<file path="config.mk">
export PLATFORM = sky130hd
export DESIGN_NAME = mul_sched_flat
export DESIGN_NICKNAME = d
export VERILOG_FILES = /design/src/rtl/mul_pkg.sv /design/src/rtl/mul_sched_if.sv /design/src/rtl/mul_rr_arb.sv /design/src/rtl/mul_sched.sv /design/src/flat_wrapper.sv
export SDC_FILE = /design/constraint.sdc
export NUM_CORES = 1
export LEC_CHECK = 0
export ABC_AREA = 1
export BUFFER_PORTS_ARGS = -buffer_cell sky130_fd_sc_hd__buf_2
export CORE_MARGIN = 4
export CORE_UTILIZATION = 59
export CTS_CLUSTER_DIAMETER = 40
export DETAILED_ROUTE_END_ITERATION = 8
export GPL_TIMING_DRIVEN = 0
export PLACE_DENSITY_LB_ADDON = 0.08
export SLEW_MARGIN = 10
export SYNTH_ARGS = -nofsm -noshare
export SYNTH_HDL_FRONTEND = slang
export SYNTH_SLANG_ARGS = --single-unit
</file>
<file path="constraint.sdc">
create_clock -name clk -period 5.7 [get_ports clk]
set_clock_uncertainty 0.15 [all_clocks]
set_input_delay 0.57 -clock clk [delete_from_list [all_inputs] [get_ports clk]]
set_output_delay 0.57 -clock clk [all_outputs]
set_load 0.1 [all_outputs]
</file>
<file path="src/rtl/mul_pkg.sv">
// mul_pkg -- shared definitions for the shift-free repeated-add multiplier
// scheduler: FSM state encoding and default operand width / requester count.
package mul_pkg;

    typedef enum logic [1:0] {
        IDLE = 2'd0,
        RUN  = 2'd1,
        DONE = 2'd2
    } state_t;

    localparam int unsigned W_DEF = 8;
    localparam int unsigned N_DEF = 4;

endpackage

</file>
<file path="src/rtl/mul_sched_if.sv">
// mul_sched_if -- requester-side bus of the shared multiplier.
//   req     : per-requester request level (bit i = requester i)
//   a_in    : packed multiplicands, slice i*W +: W for requester i
//   b_in    : packed multipliers (iteration counts), same slicing
//   gnt     : one-hot pulse, operands of that requester captured
//   done    : one-hot pulse to the owning requester, product valid
//   product : result of the last completed job, held until the next
//   busy    : scheduler is not idle
// Modports: master = requester side, slave = scheduler side.
interface mul_sched_if
    import mul_pkg::*;
#(
    parameter int unsigned W = W_DEF,
    parameter int unsigned N = N_DEF
);
    logic [N-1:0]   req;
    logic [N*W-1:0] a_in;
    logic [N*W-1:0] b_in;
    logic [N-1:0]   gnt;
    logic [N-1:0]   done;
    logic [2*W-1:0] product;
    logic           busy;

    modport master (
        output req, a_in, b_in,
        input  gnt, done, product, busy
    );

    modport slave (
        input  req, a_in, b_in,
        output gnt, done, product, busy
    );
endinterface

</file>
<file path="src/rtl/mul_rr_arb.sv">
// mul_rr_arb -- combinational round-robin selector.
//   req    : request vector
//   ptr    : requester with highest priority this round
//   winner : one-hot of the first set req bit searching ptr upward mod N
//   index  : binary index of winner
//   any    : at least one request present
module mul_rr_arb #(
    parameter int unsigned N  = 4,
    parameter int unsigned IW = (N > 1) ? $clog2(N) : 1
) (
    input  logic [N-1:0]  req,
    input  logic [IW-1:0] ptr,
    output logic [N-1:0]  winner,
    output logic [IW-1:0] index,
    output logic          any
);
    logic [IW-1:0] cand;

    always_comb begin
        winner = '0;
        index  = '0;
        any    = 1'b0;
        cand   = '0;
        for (int unsigned k = 0; k < N; k++) begin
            cand = IW'((32'(ptr) + k) % N);
            if (!any && req[cand]) begin
                any           = 1'b1;
                winner[cand]  = 1'b1;
                index         = cand;
            end
        end
    end
endmodule

</file>
<file path="src/rtl/mul_sched.sv">
// mul_sched -- N requesters share one repeated-addition multiplier.
// A job multiplies a by b by adding a into a 2W accumulator b times, so a
// job occupies the unit for b+3 cycles (grant, b adds, done, back to idle).
//   clk  : clock, rising edge
//   rst  : synchronous active-low reset
//   bus  : mul_sched_if slave modport (req/a_in/b_in in; gnt/done/product/busy out)
module mul_sched
    import mul_pkg::*;
#(
    parameter int unsigned W = W_DEF,
    parameter int unsigned N = N_DEF
) (
    input  logic            clk,
    input  logic            rst,
    mul_sched_if.slave      bus
);
    localparam int unsigned IW = (N > 1) ? $clog2(N) : 1;

    state_t         state_q, state_d;
    logic [IW-1:0]  ptr_q, ptr_d;
    logic [IW-1:0]  owner_q, owner_d;
    logic [W-1:0]   x_q, x_d;
    logic [W-1:0]   y_q, y_d;
    logic [2*W-1:0] total_q, total_d;
    logic [2*W-1:0] product_q, product_d;
    logic [N-1:0]   gnt_q, gnt_d;
    logic [N-1:0]   done_q, done_d;
    logic           busy_q, busy_d;

    logic [N-1:0]   win_oh;
    logic [IW-1:0]  win_idx;
    logic           win_any;
    logic [W-1:0]   a_sel, b_sel;

    mul_rr_arb #(.N(N), .IW(IW)) u_arb (
        .req    (bus.req),
        .ptr    (ptr_q),
        .winner (win_oh),
        .index  (win_idx),
        .any    (win_any)
    );

    always_comb begin
        a_sel = '0;
        b_sel = '0;
        for (int unsigned i = 0; i < N; i++) begin
            if (win_oh[i]) begin
                a_sel = bus.a_in[i*W +: W];
                b_sel = bus.b_in[i*W +: W];
            end
        end
    end

    always_comb begin
        state_d   = state_q;
        ptr_d     = ptr_q;
        owner_d   = owner_q;
        x_d       = x_q;
        y_d       = y_q;
        total_d   = total_q;
        product_d = product_q;
        gnt_d     = '0;
        done_d    = '0;
        unique case (state_q)
            IDLE: begin
                if (win_any) begin
                    gnt_d   = win_oh;
                    owner_d = win_idx;
                    x_d     = a_sel;
                    y_d     = b_sel;
                    total_d = '0;
                    state_d = RUN;
                end
            end
            RUN: begin
                if (y_q != '0) begin
                    total_d = total_q + {{W{1'b0}}, x_q};
                    y_d     = y_q - 1'b1;
                end else begin
                    product_d      = total_q;
                    done_d[owner_q] = 1'b1;
                    // Priority moves past the finished owner only on completion.
                    ptr_d   = (owner_q == IW'(N - 1)) ? '0 : owner_q + 1'b1;
                    state_d = DONE;
                end
            end
            DONE:    state_d = IDLE;
            default: state_d = IDLE;
        endcase
        busy_d = (state_d != IDLE);
    end

    always_ff @(posedge clk) begin
        if (!rst) begin
            state_q   <= IDLE;
            ptr_q     <= '0;
            owner_q   <= '0;
            x_q       <= '0;
            y_q       <= '0;
            total_q   <= '0;
            product_q <= '0;
            gnt_q     <= '0;
            done_q    <= '0;
            busy_q    <= 1'b0;
        end else begin
            state_q   <= state_d;
            ptr_q     <= ptr_d;
            owner_q   <= owner_d;
            x_q       <= x_d;
            y_q       <= y_d;
            total_q   <= total_d;
            product_q <= product_d;
            gnt_q     <= gnt_d;
            done_q    <= done_d;
            busy_q    <= busy_d;
        end
    end

    assign bus.gnt     = gnt_q;
    assign bus.done    = done_q;
    assign bus.product = product_q;
    assign bus.busy    = busy_q;
endmodule

</file>
<file path="src/flat_wrapper.sv">
// flat-port wrapper written by rule: the top's interface ports become plain ports
module mul_sched_flat import mul_pkg::*;
#(
    parameter int unsigned W = W_DEF,
    parameter int unsigned N = N_DEF
)
  (clk, rst, bus_req, bus_a_in, bus_b_in, bus_gnt, bus_done, bus_product, bus_busy);
  mul_sched_if #(.W(W), .N(N)) bus_i ();
  input  logic clk;
  input  logic rst;
  input wire logic [$bits(bus_i.req)-1:0] bus_req;
  input wire logic [$bits(bus_i.a_in)-1:0] bus_a_in;
  input wire logic [$bits(bus_i.b_in)-1:0] bus_b_in;
  output wire logic [$bits(bus_i.gnt)-1:0] bus_gnt;
  output wire logic [$bits(bus_i.done)-1:0] bus_done;
  output wire logic [$bits(bus_i.product)-1:0] bus_product;
  output wire logic [$bits(bus_i.busy)-1:0] bus_busy;
  assign bus_i.req = bus_req;
  assign bus_i.a_in = bus_a_in;
  assign bus_i.b_in = bus_b_in;
  assign bus_gnt = bus_i.gnt;
  assign bus_done = bus_i.done;
  assign bus_product = bus_i.product;
  assign bus_busy = bus_i.busy;
  mul_sched #(.W(W), .N(N)) u_core (.clk(clk), .rst(rst), .bus(bus_i));
endmodule
</file>
After elaboration in Yosys (flattened, before gate mapping)
Cells that the tools add are included.
{"block": "totals", "register_bits": 63, "in_bits": 70, "output_inout_bits": 25, "wordCells": 104}
{"block": "classes", "addsub": 6, "order_cmp": 10, "n_eq_ne": 4, "mux": 48, "bitwise": 6, "n_reduce_logical": 20}
{"operator": "8-bit 2-to-1 mux", "count": 10}
{"operator": "16-bit 2-to-1 mux", "count": 2}
{"operator": "16-bit one-hot mux with 2 select lines", "count": 1}
{"operator": "16-bit by 8-bit adder with 16-bit output", "count": 1}
{"operator": "4-bit 2-to-1 mux", "count": 4}
{"operator": "8-bit one-hot mux with 2 select lines", "count": 1}
{"operator": "2-bit by 3-bit < comparator with 1-bit output (second input constant)", "count": 5}
{"operator": "2-bit 2-to-1 mux", "count": 7}
{"operator": "1-bit 2-to-1 mux", "count": 13}
{"operator": "4-bit OR", "count": 3}
{"operator": "1-bit demux with 2-bit select", "count": 5}
{"operator": "2-bit by 1-bit >= comparator with 1-bit output (second input constant)", "count": 5}
{"operator": "1-bit binary-select mux with 2-bit select", "count": 4}
{"operator": "1-bit logical AND", "count": 8}
{"operator": "8-bit nonzero test", "count": 1}
{"operator": "8-bit by 1-bit subtractor with 8-bit output (second input constant)", "count": 1}
{"operator": "3-bit AND reduction", "count": 2}
{"operator": "2-bit by 1-bit adder with 2-bit output (second input constant)", "count": 2}
{"operator": "2-bit adder (second input constant)", "count": 2}
{"operator": "2-bit one-hot mux with 2 select lines", "count": 1}
{"operator": "2-bit AND reduction", "count": 2}
{"operator": "2-bit nonzero test", "count": 2}
{"operator": "1-bit logical NOT", "count": 3}
{"operator": "1-bit inverter", "count": 3}
{"operator": "6 further kinds", "count": 6}

Depth between registers and ports, before layout
{"block": "depth", "ltp_word": 18, "mapped_depth": 16, "ltp_nobuf": 15}

By module
From an unflattened synthesis, not the netlist that was laid out.
{"block": "unflattened", "cells_unflattened": 575, "area_unflattened_um2": 3953.8}
{"mod": "mul_sched", "n_inst": 1, "cells_each": 501, "area_per_inst_um2": 3513.4, "seq_area_each_um2": 1261.2}
{"mod": "mul_rr_arb", "n_inst": 1, "cells_each": 74, "area_per_inst_um2": 440.4, "seq_area_each_um2": 0.0}

Worst setup path before layout
No wires, ideal clock.
{"block": "synth_timing", "path_kind": "register to register", "startpoint": "register u_core.ptr_q[1]", "endpoint": "register u_core.y_q[6]", "setup_ns": 0.112, "t_arrival_ns": 2.088, "required_ns": 5.438, "setup_slack_ns": 3.350, "path_stages_with_launch": 16, "path_buffers": 1, "period_less_slack_ns": 2.350, "path_cell_list": "dfxtp_1 inv_1 ha_1 inv_1 nand3_1 nand2_1 nor2_4 a21boi_1 nand3_2 buf_4 nand3_1 nand2_1 nand2_1 nand2_1 nand2_1 nand2_1"}
{"block": "synth_via", "elab_chain_cells": 18, "elab_cells_between_ends": 56, "classes_between": "add/sub (3); order compare (8); eq/ne (1); mux (30); bitwise (3); reduce/logical (11)"}
{"item": "from (decl)", "line": "mul_sched.sv:20", "text": "logic [IW-1:0] ptr_q, ptr_d;"}
{"item": "from (signal assigned)", "line": "mul_sched.sv:107", "text": "ptr_q <= ptr_d;"}
{"item": "parallel branches: the longest is 18 deep, another holds 2-bit by 3-bit < comparator with 1-bit output"}
{"item": "to (signal assigned)", "line": "mul_sched.sv:110", "text": "y_q <= y_d;"}
{"item": "to (decl)", "line": "mul_sched.sv:23", "text": "logic [W-1:0] y_q, y_d;"}
Several ways; the timed one is not identified. The select of a mux whose other input is x is not followed.
A chain may end at the register's enable or synchronous reset.

Worst setup path after layout
{"block": "layout_timing", "startpoint": "register u_core.ptr_q[1]", "endpoint": "register u_core.y_q[3]"}
The elaborated chain is that of the path after synthesis.

==> flow_metrics.env <==
export IMPL_cts_resized=0
export IMPL_clock_tree_root_cell="clkbuf_8"
export IMPL_dieHeight_um=90.2
export IMPL_drive_above_1_share_pct=22.8
export IMPL_peakVddDrop_uv=289
export IMPL_grt_first_pass_wirelength_mm=17.7
export IMPL_viasPerCell=5.63
export IMPL_async_flop_share_pct=0
export IMPL_num_rows=29
export IMPL_vias=4328
export IMPL_netlist_cell_type_count=43
export IMPL_gr_total_overflow=0
export IMPL_critPathSlowestCell="dfxtp_1"
export IMPL_crit_end="u_core.y_q[3]"
export IMPL_setup_violations=0
export IMPL_cts_tree="built"
export IMPL_reg2reg_from="u_core.ptr_q[1]"
export IMPL_p_leak_nw=2.41
export IMPL_r2r_end="u_core.y_q[3]"
export IMPL_end_kind="flip-flop"
export IMPL_max_freq_mhz=348
export IMPL_port_buffers=94
export IMPL_drt_iter0_drc=254
export IMPL_final_common_cell="nand2_1"
export IMPL_final_setup_worst_slack_ns=2.83
export IMPL_start_util_pct=61.8
export IMPL_numClockSinks=63
export IMPL_yosys_warnings=0
export IMPL_synthCells=582
export IMPL_path_delay_family="simple AND/OR/NAND/NOR gates"
export IMPL_required_ns=5.85
export IMPL_coreArea_um2=6460
export IMPL_ios=95
export IMPL_path_cells="inv_1 > ha_1 > inv_1 > nand2_1 > nand2_2 > nor2_8 > nand4_1 > nand2_1 > nand2_1 > inv_2 > nand2_2 > clkinv_1 > nand2_1 > nand2_1"
export IMPL_slew_headroom_pct=63.9
export IMPL_outcome="finished clean"
export IMPL_powerDensity_nw_per_um2=550
export IMPL_finalWirelength_mm=11.1
export IMPL_finalCritPeriodShare_pct=50.4
export IMPL_grt_pass1_vias=3985
export IMPL_synthFlopType="dfxtp_1"
export IMPL_rrSetupSlack_ns=2.83
export IMPL_cts_hold_buf=0
export IMPL_die_x_um=90.2
export IMPL_ys_seq_area_share_pct=31.6
export IMPL_post_cts_setup_buffers=0
export IMPL_dp_slack_ns=2.89
export IMPL_critPathMostFrequentCell="nand2_1"
export IMPL_wire_per_inst_um=14.4
export IMPL_final_cell_mix="nand2_1, buf_2, a21oi_1, inv_1, dfxtp_1"
export IMPL_clk_pin_slew_ns=0.08
export IMPL_p_clk_share_pct=17.0
export IMPL_htree_levels=3
export IMPL_cp_depth=14
export IMPL_switching_share_pct=52.1
export IMPL_power_frac_comb_pct=59.4
export IMPL_worst_path_buf_inv=4
export IMPL_reg2regPathDepth=14
export IMPL_ys_ff_latch=63
export IMPL_hold_violations=0
export IMPL_dp_hpwl_mm=8.53
export IMPL_fin_setup_tns_ns=0
export IMPL_arrival_ns=3.02
export IMPL_p_int_w=0.00126
export IMPL_drv_cap=0
export IMPL_seq_power_share_pct=23.6
export IMPL_syn_area_um2=3990
export IMPL_crit_fanout=10
export IMPL_hold_class="flip-flop to flip-flop"
export IMPL_antenna_found_initial=0
export IMPL_gr_usage_all_layers_pct=26.6
export IMPL_syn_area_per_cell_um2=6.86
export IMPL_worst_pin_slew_ns=0.542
export IMPL_place_gp_congestion=0.931
export IMPL_grt_max_degree=14
export IMPL_synth_edf_count=0
export IMPL_cp_startpoint="u_core.ptr_q[1]"
export IMPL_crit_type="flip-flop to flip-flop"
export IMPL_startpoint_type="flip-flop"
export IMPL_antenna_left=0
export IMPL_slew_viol_final=0
export IMPL_synthToLayoutAreaGrowth_pct=19.8
export IMPL_fin_crit_ns=2.87
export IMPL_fin_nets=778
export IMPL_clk_insertion_delay_late_ns=0.36
export IMPL_cts_made_buffers=9
export IMPL_dieArea_um2=8140
export IMPL_switching_power_w=0.00137
export IMPL_rsz0062_at_grt="false"
export IMPL_dr_pass1_iters=5
export IMPL_diodes=0
export IMPL_cts_max_path_buffers=2
export IMPL_drc=0
export IMPL_max_stage_delay_ns=0.54
export IMPL_num_fill_cells=548
export IMPL_synth_net_count=673
how the worst min path moves through the flow:
stage	cells after the start	startpoint	endpoint
2_1_floorplan	2	u_core.y_q[5]	u_core.y_q[5]
3_3_place_gp	2	u_core.y_q[5]	u_core.y_q[5]
3_5_place_dp	2	u_core.y_q[5]	u_core.y_q[5]
4_1_cts	2	u_core.y_q[5]	u_core.y_q[5]
5_1_grt	2	u_core.total_q[0]	u_core.bus.product[0]
6_report	2	u_core.total_q[0]	u_core.bus.product[0]
area by class of cell:
| type | instances | area, um^2 | area share (%) |
|---|---|---|---|
| Buffer | 21 | 128 | 2.67 |
| Clock buffer | 9 | 124 | 2.59 |
| Clock inverter | 7 | 100 | 2.09 |
| Inverter | 77 | 292 | 6.10 |
| Multi-Input combinational cell | 421 | 2310 | 48.3 |
| Sequential cell | 63 | 1260 | 26.4 |
| Tap cell | 77 | 96.3 | 2.02 |
| Timing Repair Buffer | 94 | 470 | 9.84 |
stage by stage:
step	cells	area, um^2	util, %	total power [W]	hold WS [ns]
detailed placement	753	4560	70.6	0.00217	0.308
floorplan	582	3990	-	0.00185	0.291
finish	769	4780	74.0	0.00263	0.319
global placement	753	4560	70.6	0.00213	0.310
global route	769	4780	74.0	0.00282	0.345
CTS	769	4780	74.0	0.00262	0.323
metal layers:
layer / GRT usage, % / wire length, um / vias to the layer above
met5: 0 / 0 / -
met4: 10.3 / 263 / 0
met3: 6.84 / 722 / 27
met2: 44.8 / 5330 / 173
met1: 32.4 / 4750 / 1977
li1: - / - / 2151
sequential cells by signal, summed over array words and instances, names as in the netlist:
register	count
u_core.bus.done	4
u_core.total_q	16
u_core.state_q	2
u_core.bus.gnt	4
u_core.y_q	8
u_core.bus.product	16
u_core.ptr_q	2
u_core.owner_q	2
u_core.x_q	8
u_core.bus.busy	1
cell usage after synthesis, types with 2 or more instances:
cell	number	area share (%)
nand2_1	134	13
a21oi_1	94	12
inv_1	70	6.6
dfxtp_1	63	32
o21ai_0	41	5.1
nand3_1	33	4.1
nor2_1	25	2.4
ha_1	20	6.3
nand4_1	12	1.9
clkbuf_1	8	0.75
nand2_2	8	1.3
o22ai_1	8	1.3
nor3_1	7	0.88
buf_2	6	0.75
buf_6	4	1.1
inv_2	4	0.38
a31oi_1	3	0.47
buf_4	3	0.56
nand3_2	3	0.75
nor2_2	3	0.47
nor2_4	3	0.85
xnor2_1	3	0.66
a21boi_1	2	0.38
clkinv_1	2	0.19
nand3_4	2	0.88
nand4_2	2	0.63
o211ai_1	2	0.38
xor2_1	2	0.44
worst min-delay path, stage by stage, from the launching register on:
cell     delay [ns]
dfxtp_1        0.32
inv_1          0.07
a21oi_1        0.06
kinds of logic (layout without fill, tap and decap cells):
logic type,after synthesis,in the layout,share of synthesized area [%]
AO/OA/AOI/OAI,157,157,21.1
XOR/XNOR,5,5,1.10
adder cells (fa/ha/maj),21,21,6.77
buffers and inverters,98,208,10.5
flip-flops,63,63,31.6
AND/OR/NAND/NOR,238,238,28.9
power groups by stage:
stage	combinational, W	clock [W]	sequential [W]
after global routing	0.00172	0.000470	0.000631
after global placement	0.00151	0	0.000621
after CTS	0.00155	0.000449	0.000619
after floorplan	0.000953	0	0.000898
final	0.00156	0.000446	0.000621
after detailed placement	0.00155	0	0.000628
Power figures use the tool's default switching activity.
